## src/rtl/rx_pkt_rcu_pkg.sv

```systemverilog
// Shared types and helpers for the receiver control unit.
package rx_pkt_rcu_pkg;

    typedef enum logic [2:0] {
        IDLE,
        SYNC,
        PID,
        READ,
        WRITE,
        EOP,
        ERR,
        EIDLE
    } state_t;

    typedef enum logic [2:0] {
        ERR_NONE       = 3'd0,
        ERR_BAD_SYNC   = 3'd1,
        ERR_BAD_PID    = 3'd2,
        ERR_EARLY_EOP  = 3'd3,
        ERR_OVERLENGTH = 3'd4,
        ERR_OVERFLOW   = 3'd5,
        ERR_BAD_EOP    = 3'd6
    } err_t;

    // A PID byte carries its own complement in the low nibble.
    function automatic logic pid_ok(input logic [7:0] pid_byte);
        return pid_byte[3:0] == ~pid_byte[7:4];
    endfunction

endpackage

```

## src/rtl/rx_pkt_rcu_if.sv

```systemverilog
// Bus between the receive datapath/FIFO side and the receiver control unit.
interface rx_pkt_rcu_if #(
    parameter int MAX_BYTES = 64
);
    localparam int CNT_W = $clog2(MAX_BYTES + 1);

    logic             d_edge;
    logic             eop;
    logic             shift_enable;
    logic [7:0]       rcv_data;
    logic             byte_received;
    logic             fifo_full;
    logic             rcving;
    logic             w_enable;
    logic             r_error;
    logic [2:0]       err_code;
    logic             pkt_done;
    logic [CNT_W-1:0] pkt_len;

    modport master (
        output d_edge, eop, shift_enable, rcv_data, byte_received, fifo_full,
        input  rcving, w_enable, r_error, err_code, pkt_done, pkt_len
    );

    modport slave (
        input  d_edge, eop, shift_enable, rcv_data, byte_received, fifo_full,
        output rcving, w_enable, r_error, err_code, pkt_done, pkt_len
    );
endinterface

```

## src/rtl/rx_pkt_rcu_flex_counter.sv

```systemverilog
// Up-counter with synchronous clear; used to count bytes written per packet.
module rx_pkt_rcu_flex_counter #(
    parameter int NUM_CNT_BITS = 4
) (
    input  logic                    clk,
    input  logic                    n_rst,
    input  logic                    clear,
    input  logic                    count_enable,
    output logic [NUM_CNT_BITS-1:0] count_out
);

    // Clear has priority so a new packet always starts from zero.
    always_ff @(posedge clk or negedge n_rst) begin
        if (!n_rst)
            count_out <= '0;
        else if (clear)
            count_out <= '0;
        else if (count_enable)
            count_out <= count_out + 1'b1;
    end

endmodule

```

## src/rtl/rx_pkt_rcu.sv

```systemverilog
// Receiver control unit: sync/PID checking, FIFO write sequencing,
// length limiting, EOP qualification and sticky error reporting.
module rx_pkt_rcu
    import rx_pkt_rcu_pkg::*;
#(
    parameter logic [7:0] SYNC_BYTE = 8'h80,
    parameter int         MAX_BYTES = 64,
    parameter bit         PID_CHECK = 1'b1,
    parameter int         EOP_BITS  = 2
) (
    input  logic     clk,
    input  logic     n_rst,
    rx_pkt_rcu_if.slave bus
);

    localparam int                CNT_W   = $clog2(MAX_BYTES + 1);
    localparam int                EOP_W   = $clog2(EOP_BITS + 1);
    localparam logic [CNT_W-1:0]  CNT_MAX = CNT_W'(MAX_BYTES);
    localparam logic [EOP_W-1:0]  EOP_MAX = EOP_W'(EOP_BITS);

    state_t           state;
    state_t           next_state;
    err_t             err_code;
    err_t             next_err;
    logic             bits_pending;
    logic [EOP_W-1:0] eop_cnt;
    logic             eop_cnt_clear;
    logic [CNT_W-1:0] byte_cnt;
    logic             cnt_clear;
    logic             w_enable;
    logic             pkt_done;

    rx_pkt_rcu_flex_counter #(
        .NUM_CNT_BITS(CNT_W)
    ) u_byte_cnt (
        .clk         (clk),
        .n_rst       (n_rst),
        .clear       (cnt_clear),
        .count_enable(w_enable),
        .count_out   (byte_cnt)
    );

    // State and sticky error code registers.
    always_ff @(posedge clk or negedge n_rst) begin
        if (!n_rst) begin
            state    <= IDLE;
            err_code <= ERR_NONE;
        end else begin
            state    <= next_state;
            err_code <= next_err;
        end
    end

    // Tracks a partially shifted byte; a new bit outranks a completed byte.
    always_ff @(posedge clk or negedge n_rst) begin
        if (!n_rst)
            bits_pending <= 1'b0;
        else if (bus.shift_enable)
            bits_pending <= 1'b1;
        else if (bus.byte_received)
            bits_pending <= 1'b0;
    end

    // Measures EOP width in bit times, saturating once the minimum is met.
    always_ff @(posedge clk or negedge n_rst) begin
        if (!n_rst)
            eop_cnt <= '0;
        else if (eop_cnt_clear)
            eop_cnt <= '0;
        else if (state == EOP && bus.eop && bus.shift_enable && eop_cnt < EOP_MAX)
            eop_cnt <= eop_cnt + 1'b1;
    end

    // Next-state, error-code update and strobe generation.
    always_comb begin
        next_state    = state;
        next_err      = err_code;
        w_enable      = 1'b0;
        pkt_done      = 1'b0;
        cnt_clear     = 1'b0;
        eop_cnt_clear = 1'b0;
        case (state)
            IDLE: begin
                if (bus.d_edge) begin
                    next_state = SYNC;
                    next_err   = ERR_NONE;
                    cnt_clear  = 1'b1;
                end
            end
            SYNC: begin
                if (bus.eop) begin
                    next_state = EIDLE;
                    next_err   = ERR_EARLY_EOP;
                end else if (bus.byte_received) begin
                    if (bus.rcv_data == SYNC_BYTE) begin
                        next_state = PID;
                    end else begin
                        next_state = ERR;
                        next_err   = ERR_BAD_SYNC;
                    end
                end
            end
            PID: begin
                if (bus.eop) begin
                    next_state = EIDLE;
                    next_err   = ERR_EARLY_EOP;
                end else if (bus.byte_received) begin
                    if (!PID_CHECK || pid_ok(bus.rcv_data)) begin
                        next_state = WRITE;
                    end else begin
                        next_state = ERR;
                        next_err   = ERR_BAD_PID;
                    end
                end
            end
            READ: begin
                if (bus.eop && (bits_pending || bus.byte_received)) begin
                    next_state = EIDLE;
                    next_err   = ERR_EARLY_EOP;
                end else if (bus.eop) begin
                    next_state    = EOP;
                    eop_cnt_clear = 1'b1;
                end else if (bus.byte_received) begin
                    next_state = WRITE;
                end
            end
            WRITE: begin
                if (byte_cnt == CNT_MAX) begin
                    next_state = ERR;
                    next_err   = ERR_OVERLENGTH;
                end else if (bus.fifo_full) begin
                    next_state = ERR;
                    next_err   = ERR_OVERFLOW;
                end else begin
                    w_enable   = 1'b1;
                    next_state = READ;
                end
            end
            EOP: begin
                if (!bus.eop) begin
                    if (eop_cnt >= EOP_MAX) begin
                        next_state = IDLE;
                        pkt_done   = 1'b1;
                    end else begin
                        next_state = EIDLE;
                        next_err   = ERR_BAD_EOP;
                    end
                end
            end
            ERR: begin
                if (bus.eop)
                    next_state = EIDLE;
            end
            EIDLE: begin
                if (bus.d_edge) begin
                    next_state = SYNC;
                    next_err   = ERR_NONE;
                    cnt_clear  = 1'b1;
                end
            end
            default: next_state = IDLE;
        endcase
    end

    assign bus.rcving   = (state != IDLE) && (state != EIDLE);
    assign bus.r_error  = (state == ERR) || (state == EIDLE);
    assign bus.err_code = err_code;
    assign bus.w_enable = w_enable;
    assign bus.pkt_done = pkt_done;
    assign bus.pkt_len  = byte_cnt;

endmodule
```

## src/flat_wrapper.sv

```systemverilog
// flat-port wrapper written by rule: the top's interface ports become plain ports
module rx_pkt_rcu_flat import rx_pkt_rcu_pkg::*;
#(
    parameter logic [7:0] SYNC_BYTE = 8'h80,
    parameter int         MAX_BYTES = 64,
    parameter bit         PID_CHECK = 1'b1,
    parameter int         EOP_BITS  = 2
)
  (clk, n_rst, bus_d_edge, bus_eop, bus_shift_enable, bus_rcv_data, bus_byte_received, bus_fifo_full, bus_rcving, bus_w_enable, bus_r_error, bus_err_code, bus_pkt_done, bus_pkt_len);
  rx_pkt_rcu_if #(.MAX_BYTES(MAX_BYTES)) bus_i ();
  input  logic clk;
  input  logic n_rst;
  input wire logic [$bits(bus_i.d_edge)-1:0] bus_d_edge;
  input wire logic [$bits(bus_i.eop)-1:0] bus_eop;
  input wire logic [$bits(bus_i.shift_enable)-1:0] bus_shift_enable;
  input wire logic [$bits(bus_i.rcv_data)-1:0] bus_rcv_data;
  input wire logic [$bits(bus_i.byte_received)-1:0] bus_byte_received;
  input wire logic [$bits(bus_i.fifo_full)-1:0] bus_fifo_full;
  output wire logic [$bits(bus_i.rcving)-1:0] bus_rcving;
  output wire logic [$bits(bus_i.w_enable)-1:0] bus_w_enable;
  output wire logic [$bits(bus_i.r_error)-1:0] bus_r_error;
  output wire logic [$bits(bus_i.err_code)-1:0] bus_err_code;
  output wire logic [$bits(bus_i.pkt_done)-1:0] bus_pkt_done;
  output wire logic [$bits(bus_i.pkt_len)-1:0] bus_pkt_len;
  assign bus_i.d_edge = bus_d_edge;
  assign bus_i.eop = bus_eop;
  assign bus_i.shift_enable = bus_shift_enable;
  assign bus_i.rcv_data = bus_rcv_data;
  assign bus_i.byte_received = bus_byte_received;
  assign bus_i.fifo_full = bus_fifo_full;
  assign bus_rcving = bus_i.rcving;
  assign bus_w_enable = bus_i.w_enable;
  assign bus_r_error = bus_i.r_error;
  assign bus_err_code = bus_i.err_code;
  assign bus_pkt_done = bus_i.pkt_done;
  assign bus_pkt_len = bus_i.pkt_len;
  rx_pkt_rcu #(.SYNC_BYTE(SYNC_BYTE), .MAX_BYTES(MAX_BYTES), .PID_CHECK(PID_CHECK), .EOP_BITS(EOP_BITS)) u_core (.clk(clk), .n_rst(n_rst), .bus(bus_i));
endmodule
```

## config.mk

```make
export PLATFORM = sky130hd
export DESIGN_NAME = rx_pkt_rcu_flat
export DESIGN_NICKNAME = d
export VERILOG_FILES = /design/src/rtl/rx_pkt_rcu_pkg.sv /design/src/rtl/rx_pkt_rcu_if.sv /design/src/rtl/rx_pkt_rcu_flex_counter.sv /design/src/rtl/rx_pkt_rcu.sv /design/src/flat_wrapper.sv
export SDC_FILE = /design/constraint.sdc
export NUM_CORES = 1
export LEC_CHECK = 0
export ABC_CLOCK_PERIOD_IN_PS = 5150
export CORE_ASPECT_RATIO = 0.9
export CORE_UTILIZATION = 52
export DETAILED_ROUTE_END_ITERATION = 12
export PLACE_DENSITY = 0.81
export SLEW_MARGIN = 20
export SYNTH_ARGS = -nofsm -noshare
export SYNTH_HDL_FRONTEND = slang
export SYNTH_SLANG_ARGS = --single-unit
```

## constraint.sdc

```tcl
create_clock -name clk -period 5.15 [get_ports clk]
set_input_delay 1.03 -clock clk [delete_from_list [all_inputs] [get_ports clk]]
set_output_delay 1.03 -clock clk [all_outputs]
set_load 0.03 [all_outputs]
```

==> summary.md, run 1 <==
| Metric | Value |
|---|---|
| Cell Area, Synth | `1160 um^2` |
| Diode count | `0` |
| Sw Pwr | `0.0003537 W` |
| Status | `finished, final reports clean` |
| Post-Syn Nets | `159` |
| Power Density | `506.9 nW/um^2` |
| Xor/xnor share of the synthesized area | `0.08306` |
| Post-CTS Hold Buffers | `0` |
| Max Freq | `0.2425 GHz` |
| Slowest cell on the critical path | `clkdlybuf4s50_1` |
| Fill cell count | `156` |
| Worst r2r src | `u_core.state[2]` |
| Yosys cell types | `36` |
| Setup Skew | `10.98 ps` |
| Layout cells sized above 1 | `0.09091` |
| Initial antenna violation count | `0` |
| Core region area | `2008 um^2` |
| DR pass1 iterations | `5` |
| R2r endpoint | `u_core.bus.err_code[1]` |
| Placer Congestion | `0.8514` |
| TritonCTS clock tree | `built` |
| Pin count of the biggest net entering global routing | `22` |
| GRT overflow | `0` |
| IO Port Bufs | `28` |
| Initial Util | `0.5776` |
| CTS Sinks | `16` |
| Row count | `15` |
| Cell area after placement | `1443 um^2` |
| Layout net count | `185` |
| Setup violators final | `0` |
| Compound-cell area share of the yosys netlist | `0.1758` |
| Slack of the worst reg-to-reg path | `2800 ps` |
| Worst-margin pin slew | `706.6 ps` |
| WHS Endpoint | `u_core.bus.err_code[1]` |
| Synth Area in Simple Gates | `0.2805` |
| DIE HEIGHT | `46.81 um` |
| Hold Crit Depth | `1` |
| Setup CP Type | `input port to output pin` |
| Part of the Yosys area used for sequential elements | `0.3452` |
| Die area | `2424 um^2` |
| Drt drc | `0` |
| Req. time, crit path | `4120 ps` |
| Sequential share of power | `0.326` |
| Routed length per placed instance | `14.78 um` |
| Crit Path Max Fanout | `9` |
| Pint | `0.0003890 W` |
| CP max stage delay | `740 ps` |
| Post-DRT Antenna Nets | `0` |
| Cell mode on critical path | `clkdlybuf4s50_1` |
| Avg Cell Area, Syn | `8.226 um^2` |
| Dpl hpwl | `2.076 mm` |
| Relative slew slack | `0.5274` |
| Mux share of post-synthesis cell area | `0.02913` |
| Clk network pwr share | `0.087` |
| Worst R2R Path Depth | `5` |
| Post-synthesis adder-cell area fraction | `0.03236` |
| P_leak | `0.6185 nW` |
| Via/cell ratio | `5.679` |
| Worst Path Arrival | `3090 ps` |
| Total Neg Setup Slack | `0 ps` |
| Die X | `51.78 um` |
| Post-route minimum period | `4123 ps` |
| CP cell instances | `clkdlybuf4s50_1 > or4b_4 > a41oi_4 > clkdlybuf4s50_1` |
| Final Instance Area | `1465 um^2` |
| Number of max-cap violations | `0` |
| H-tree depth | `1` |
| Hold WC Path Type | `register to register` |
| Vias in the first global route | `968` |
| Setup crit end kind | `output pin` |
| Largest family of logic cells by synthesized area | `simple AND/OR/NAND/NOR gates` |
| Yosys Warn Count | `0` |
| Synth Register Bits | `16` |
| Hold Crit Start | `u_core.bus.err_code[1]` |
| First-pass GRT wire length | `4.395 mm` |
| Fin Hold WS | `516.8 ps` |
| Clock Pin Slew Worst Setup and Hold Paths | `80 ps` |
| Tot GR Track Use | `0.2523` |
| Clock Latency Late Sink | `290 ps` |
| Most frequent cells in the layout | `clkdlybuf4s50_1 (28), nor2_1 (23), dfrtp_1 (16), nand2_1 (10)` |
| Max Transition Viols Final | `0` |
| Clock root buffer master | `clkbuf_4` |
| Post-CTS setup buffers | `0` |
| I/O pin count | `29` |
| CTS Buf Count | `3` |
| Gate Count Post-Synth | `141` |
| Maximum VDD drop | `413.3 uV` |
| RSZ-0062 raised after global routing | `false` |
| Final hold violations | `0` |
| Logic pwr share | `0.587` |
| Startpoint Class | `input port` |
| Commonest non-fill, non-tap cell in the layout | `clkdlybuf4s50_1` |
| Initial DRC Count | `52` |
| Final period util | `0.8007` |
| Routed via count | `1079` |
| Detailed Route WL | `2.808 mm` |
| Sw frac | `0.4762` |
| Resize count post-CTS | `0` |
| P&R area growth vs syn | `26.32%` |
| Max Root-Sink Buffers | `2` |
## critical path, delay by kind of cell
| kind | cells | cell delay (ps) |
|---|---|---|
| simple gates | 1 | 520 |
| compound gates | 1 | 360 |
| buf+inv | 2 | 1170 |
## power by group through the flow
stage                     Sequential [W]  Clock [W]  Combinational, W
after floorplan                 0.000228          0          0.000315
after detailed placement        0.000241          0          0.000426
after global placement          0.000239          0          0.000414
after global routing            0.000250  0.0000714          0.000472
final                           0.000242  0.0000647          0.000436
after CTS                       0.000239  0.0000672          0.000432
## routing by layer
metal / vias up / part of all wire / GRT usage
met5: - / 0 / 0
met4: 0 / 0.018 / 0.07568
met3: 8 / 0.084 / 0.08738
met2: 54 / 0.45 / 0.3948
met1: 478 / 0.45 / 0.3354
li1: 539 / - / -
## stage by stage
step                power (W)    util  std cells  setup slack [ps]
finish              0.0007426  0.7296        190              1027
global route        0.0007927  0.7296        190             980.5
CTS                 0.0007387  0.7296        190              1054
detailed placement  0.0006665  0.7184        187              1066
global placement    0.0006533  0.7184        187              1078
floorplan           0.0005427       -        141              2171
## worst max-delay path by stage
stage             startpoint            to  slack, ps
2_1_floorplan  bus_fifo_full  bus_w_enable       2170
3_3_place_gp   bus_fifo_full  bus_w_enable       1080
3_5_place_dp   bus_fifo_full  bus_w_enable       1070
4_1_cts        bus_fifo_full  bus_w_enable       1050
5_1_grt        bus_fifo_full  bus_w_enable        980
6_report       bus_fifo_full  bus_w_enable       1030
## cell families after synthesis
kind of cell | count (synthesis)
AND/OR/NAND/NOR | 64
AO/OA/AOI/OAI | 28
buffers and inverters | 16
flip-flops | 16
XOR/XNOR | 11
multiplexers | 3
adder cells (fa/ha/maj) | 3
## flip-flops by register name, summed over array words and instances (netlist names)
signal and flops:
u_core.bus.err_code 3, u_core.bits_pending 1, u_core.u_byte_cnt.count_out 7, u_core.state 3, u_core.eop_cnt 2
## Yosys cell counts (all sizes together)
library cell | instances | area [um^2]
or2 | 3 | 18.77
a221oi | 1 | 8.760
o21ai | 9 | 45.04
a41oi | 1 | 27.53
xnor2 | 3 | 26.28
nor4 | 1 | 12.51
nor2b | 3 | 18.77
or4 | 1 | 7.510
o2111a | 1 | 11.26
or4b | 2 | 23.77
nand4 | 3 | 18.77
nand2 | 10 | 37.54
a211oi | 1 | 7.510
xor2 | 8 | 70.07
o21a | 1 | 7.510
o2111ai | 1 | 15.01
a21oi | 8 | 40.04
or3 | 3 | 18.77
nand2b | 3 | 18.77
nand3 | 4 | 20.02
a21o | 1 | 7.510
a22o | 2 | 17.52
buf | 3 | 13.76
dfrtp | 16 | 400.4
nor3 | 5 | 25.02
ha | 3 | 37.54
mux2 | 3 | 33.78
clkbuf | 4 | 15.01
and3 | 2 | 12.51
inv | 9 | 33.78
nor2 | 24 | 92.59
o31ai | 1 | 7.510
o32ai | 1 | 8.760
## cell type report
class	instances	area, um^2	area share
inverter	9	33.78	0.02306
sequential	16	400.4	0.2733
clock buffer	3	22.52	0.01537
tap	25	31.28	0.02135
multi-input combinational	109	696.9	0.4757
timing repair buffer	28	280.3	0.1913
No activity file was read; power rests on OpenSTA's default activity.
==> run 2, diff against run 1 <==
- ABC_CLOCK_PERIOD_IN_PS: 5150 -> 3900
- CORE_UTILIZATION: 52 -> 48
- PLACE_DENSITY: 0.81 -> 0.75
- clock period: 5.15 -> 3.9 ns (I/O delays scaled with it)
==> run 2 against run 1 <==
Against the previous run: via count grew 1.9%; total power up 37%; cell count up 2.6%; cell area is 2.1% higher; sequential share of layout area fell by 0.57 points; combinational power increased by 38%; non-clock buffer count grew 2; die area grew 8.0%; wire length shrank 0.50%; critical path depth unchanged; register-to-register slack lost 1200 ps; sequential cell count did not move; critical endpoint unchanged; largest power group unchanged; highest routed layer unchanged.
==> summary.md, run 2 (synthesis results as in run 1) <==
| Metric | Value |
|---|---|
| Area occupied by multi-input gates | `696.9 um^2 (unchanged)` |
| TritonCTS clock tree | `built (unchanged)` |
| Biggest regs | `u_core.u_byte_cnt.count_out (7), u_core.bus.err_code (3), u_core.state (3) (unchanged)` |
| Commonest non-fill, non-tap cell in the layout | `clkdlybuf4s50_1 (unchanged)` |
| Startpoint Class | `input port (unchanged)` |
| Initial Util | `0.5220 (was 0.5776)` |
| Crit Path Max Fanout | `2 (was 9)` |
| Post-route minimum period | `3426 ps` |
| Sequential share of power | `0.296 (was 0.326)` |
| Fill cell count | `192 (was 156)` |
| Max Transition Viols Final | `0 (unchanged)` |
| Fin util | `0.6734 (was 0.7296)` |
| Logic pwr share | `0.593 (was 0.587)` |
| Layout net count | `187 (was 185)` |
| Clock Pin Slew Worst Setup and Hold Paths | `90 ps (was 80 ps)` |
| Sw frac | `0.4640 (was 0.4762)` |
| Post-CTS Hold Buffers | `0 (unchanged)` |
| Final hold violations | `0 (unchanged)` |
| Resize count post-CTS | `0 (unchanged)` |
| Setup crit end kind | `output pin (unchanged)` |
| P_leak | `0.6358 nW (was 0.6185 nW)` |
| Power Density | `678.5 nW/um^2 (was 506.9 nW/um^2)` |
| Initial DRC Count | `28 (was 52)` |
| Setup Skew | `16.64 ps (was 10.98 ps)` |
| Maximum VDD drop | `565.9 uV (was 413.3 uV)` |
| Status | `finished, final reports clean (unchanged)` |
| Drt drc | `0 (unchanged)` |
| Req. time, crit path | `3120 ps (was 4120 ps)` |
| Post-DRT Antenna Nets | `0 (unchanged)` |
| Hold WC Path Type | `register to register (unchanged)` |
| CTS Buf Count | `3 (unchanged)` |
| Setup violators final | `0 (unchanged)` |
| Placer Congestion | `0.8207 (was 0.8514)` |
| Largest Register | `u_core.u_byte_cnt.count_out (unchanged)` |
| Routed via count | `1100 (was 1079)` |
| Final period util | `0.8785` |
| Most frequent cells in the layout | `clkdlybuf4s50_1 (28), nor2_1 (23), dfrtp_1 (16), nand2_1 (10) (unchanged)` |
| Layout cells sized above 1 | `0.1071 (was 0.09091)` |
| Max Root-Sink Buffers | `2 (unchanged)` |
| IO Port Bufs | `28 (unchanged)` |
| Setup CP Type | `input port to output pin (unchanged)` |
| Via/cell ratio | `5.641 (was 5.679)` |
| Vias in the first global route | `1023 (was 968)` |
| P&R area growth vs syn | `29.02% (was 26.32%)` |
| Detailed Route WL | `2.794 mm (was 2.808 mm)` |
| DP Worst Slack | `498.7 ps (was 1066 ps)` |
| Initial antenna violation count | `0 (unchanged)` |
| Die area | `2617 um^2 (was 2424 um^2)` |
| Total Neg Setup Slack | `0 ps (unchanged)` |
| DIE HEIGHT | `48.64 um (was 46.81 um)` |
| Pint | `0.0005441 W (was 0.0003890 W)` |
| Row count | `16 (was 15)` |
| Post-CTS setup buffers | `0 (unchanged)` |
| GRT overflow | `0 (unchanged)` |
| H-tree depth | `1 (unchanged)` |
| I/O pin count | `29 (unchanged)` |
| Clock root buffer master | `clkbuf_4 (unchanged)` |
| Sw Pwr | `0.0004711 W (was 0.0003537 W)` |
| Cells after DPL | `191 (was 187)` |
| First-pass GRT wire length | `4.533 mm (was 4.395 mm)` |
| Final std cells w/o fill | `195 (was 190)` |
| CTS Sinks | `16 (unchanged)` |
| Clk network pwr share | `0.112 (was 0.087)` |
| DR pass1 iterations | `4 (was 5)` |
| Relative slew slack | `0.4945 (was 0.5274)` |
| Die X | `53.82 um (was 51.78 um)` |
| Register area | `400.4 um^2 (unchanged)` |
| RSZ-0062 raised after global routing | `false (unchanged)` |
| Core region area | `2222 um^2 (was 2008 um^2)` |
| Final worst slack | `473.8 ps (was 1027 ps)` |
| Pin count of the biggest net entering global routing | `22 (unchanged)` |
| Dpl hpwl | `2.072 mm (was 2.076 mm)` |
| Routed length per placed instance | `14.33 um (was 14.78 um)` |
| Max Freq | `0.2919 GHz` |
| Max FFs per register | `7 (unchanged)` |
| Tot GR Track Use | `0.2375 (was 0.2523)` |
| Number of max-cap violations | `0 (unchanged)` |
| Worst Path Arrival | `2650 ps (was 3090 ps)` |
| Clock Latency Late Sink | `300 ps (was 290 ps)` |
| Worst-margin pin slew | `755.9 ps (was 706.6 ps)` |
| Diode count | `0 (unchanged)` |
run 2: power by group through the flow:
stage               clock (W)  combinational [W]  sequential, W
global route         0.000126           0.000661       0.000307
CTS                  0.000117           0.000601       0.000298
finish               0.000114           0.000602       0.000300
detailed placement          0           0.000595       0.000301
floorplan                   0           0.000416       0.000301
global placement            0           0.000585       0.000297
run 2: path summary, 6_finish.rpt:
check                                            start                        endpoint  slack (ps)  cells past startpoint
worst min register to register  u_core.bus.err_code[1]          u_core.bus.err_code[1]         510                      1
max in group asynchronous                        n_rst  u_core.u_byte_cnt.count_out[1]        2500                      1
worst min-delay path            u_core.bus.err_code[1]          u_core.bus.err_code[1]         510                      1
min in group asynchronous                        n_rst  u_core.u_byte_cnt.count_out[3]         910                      1
worst max-delay path                     bus_fifo_full                    bus_w_enable         470                      4
worst max register to register         u_core.state[2]          u_core.bus.err_code[0]        1560                      6
run 2: layer usage:
layer	wire, um	up-vias	track usage
li1	-	541	-
met1	1288	507	0.3287
met3	202	7	0.06604
met4	36	0	0.05263
met5	0	-	0
met2	1267	45	0.3621
run 2: worst max-delay path: stages:
cell             delay (ps)
clkdlybuf4s50_1         440
or4b_4                  520
a41oi_4                 190
clkdlybuf4s50_1         710
run 2: stage by stage:
stage / total power [W] / cell area [um^2] / hold slack (ps)
after global routing: 0.001094 / 1496 / 539.6
after global placement: 0.0008820 / 1460 / 495.5
after floorplan: 0.0007166 / 1160 / 473.5
after detailed placement: 0.0008961 / 1460 / 499.8
after CTS: 0.001015 / 1496 / 515.8
final: 0.001015 / 1496 / 514.7
run 2: layout make-up:
type	count	area share
well taps	27	0.02258
flip-flops and latches	16	0.2676
repair buffers	30	0.1973
clock buffers	4	0.02425
inverters	9	0.02258
multi-input cells	109	0.4657
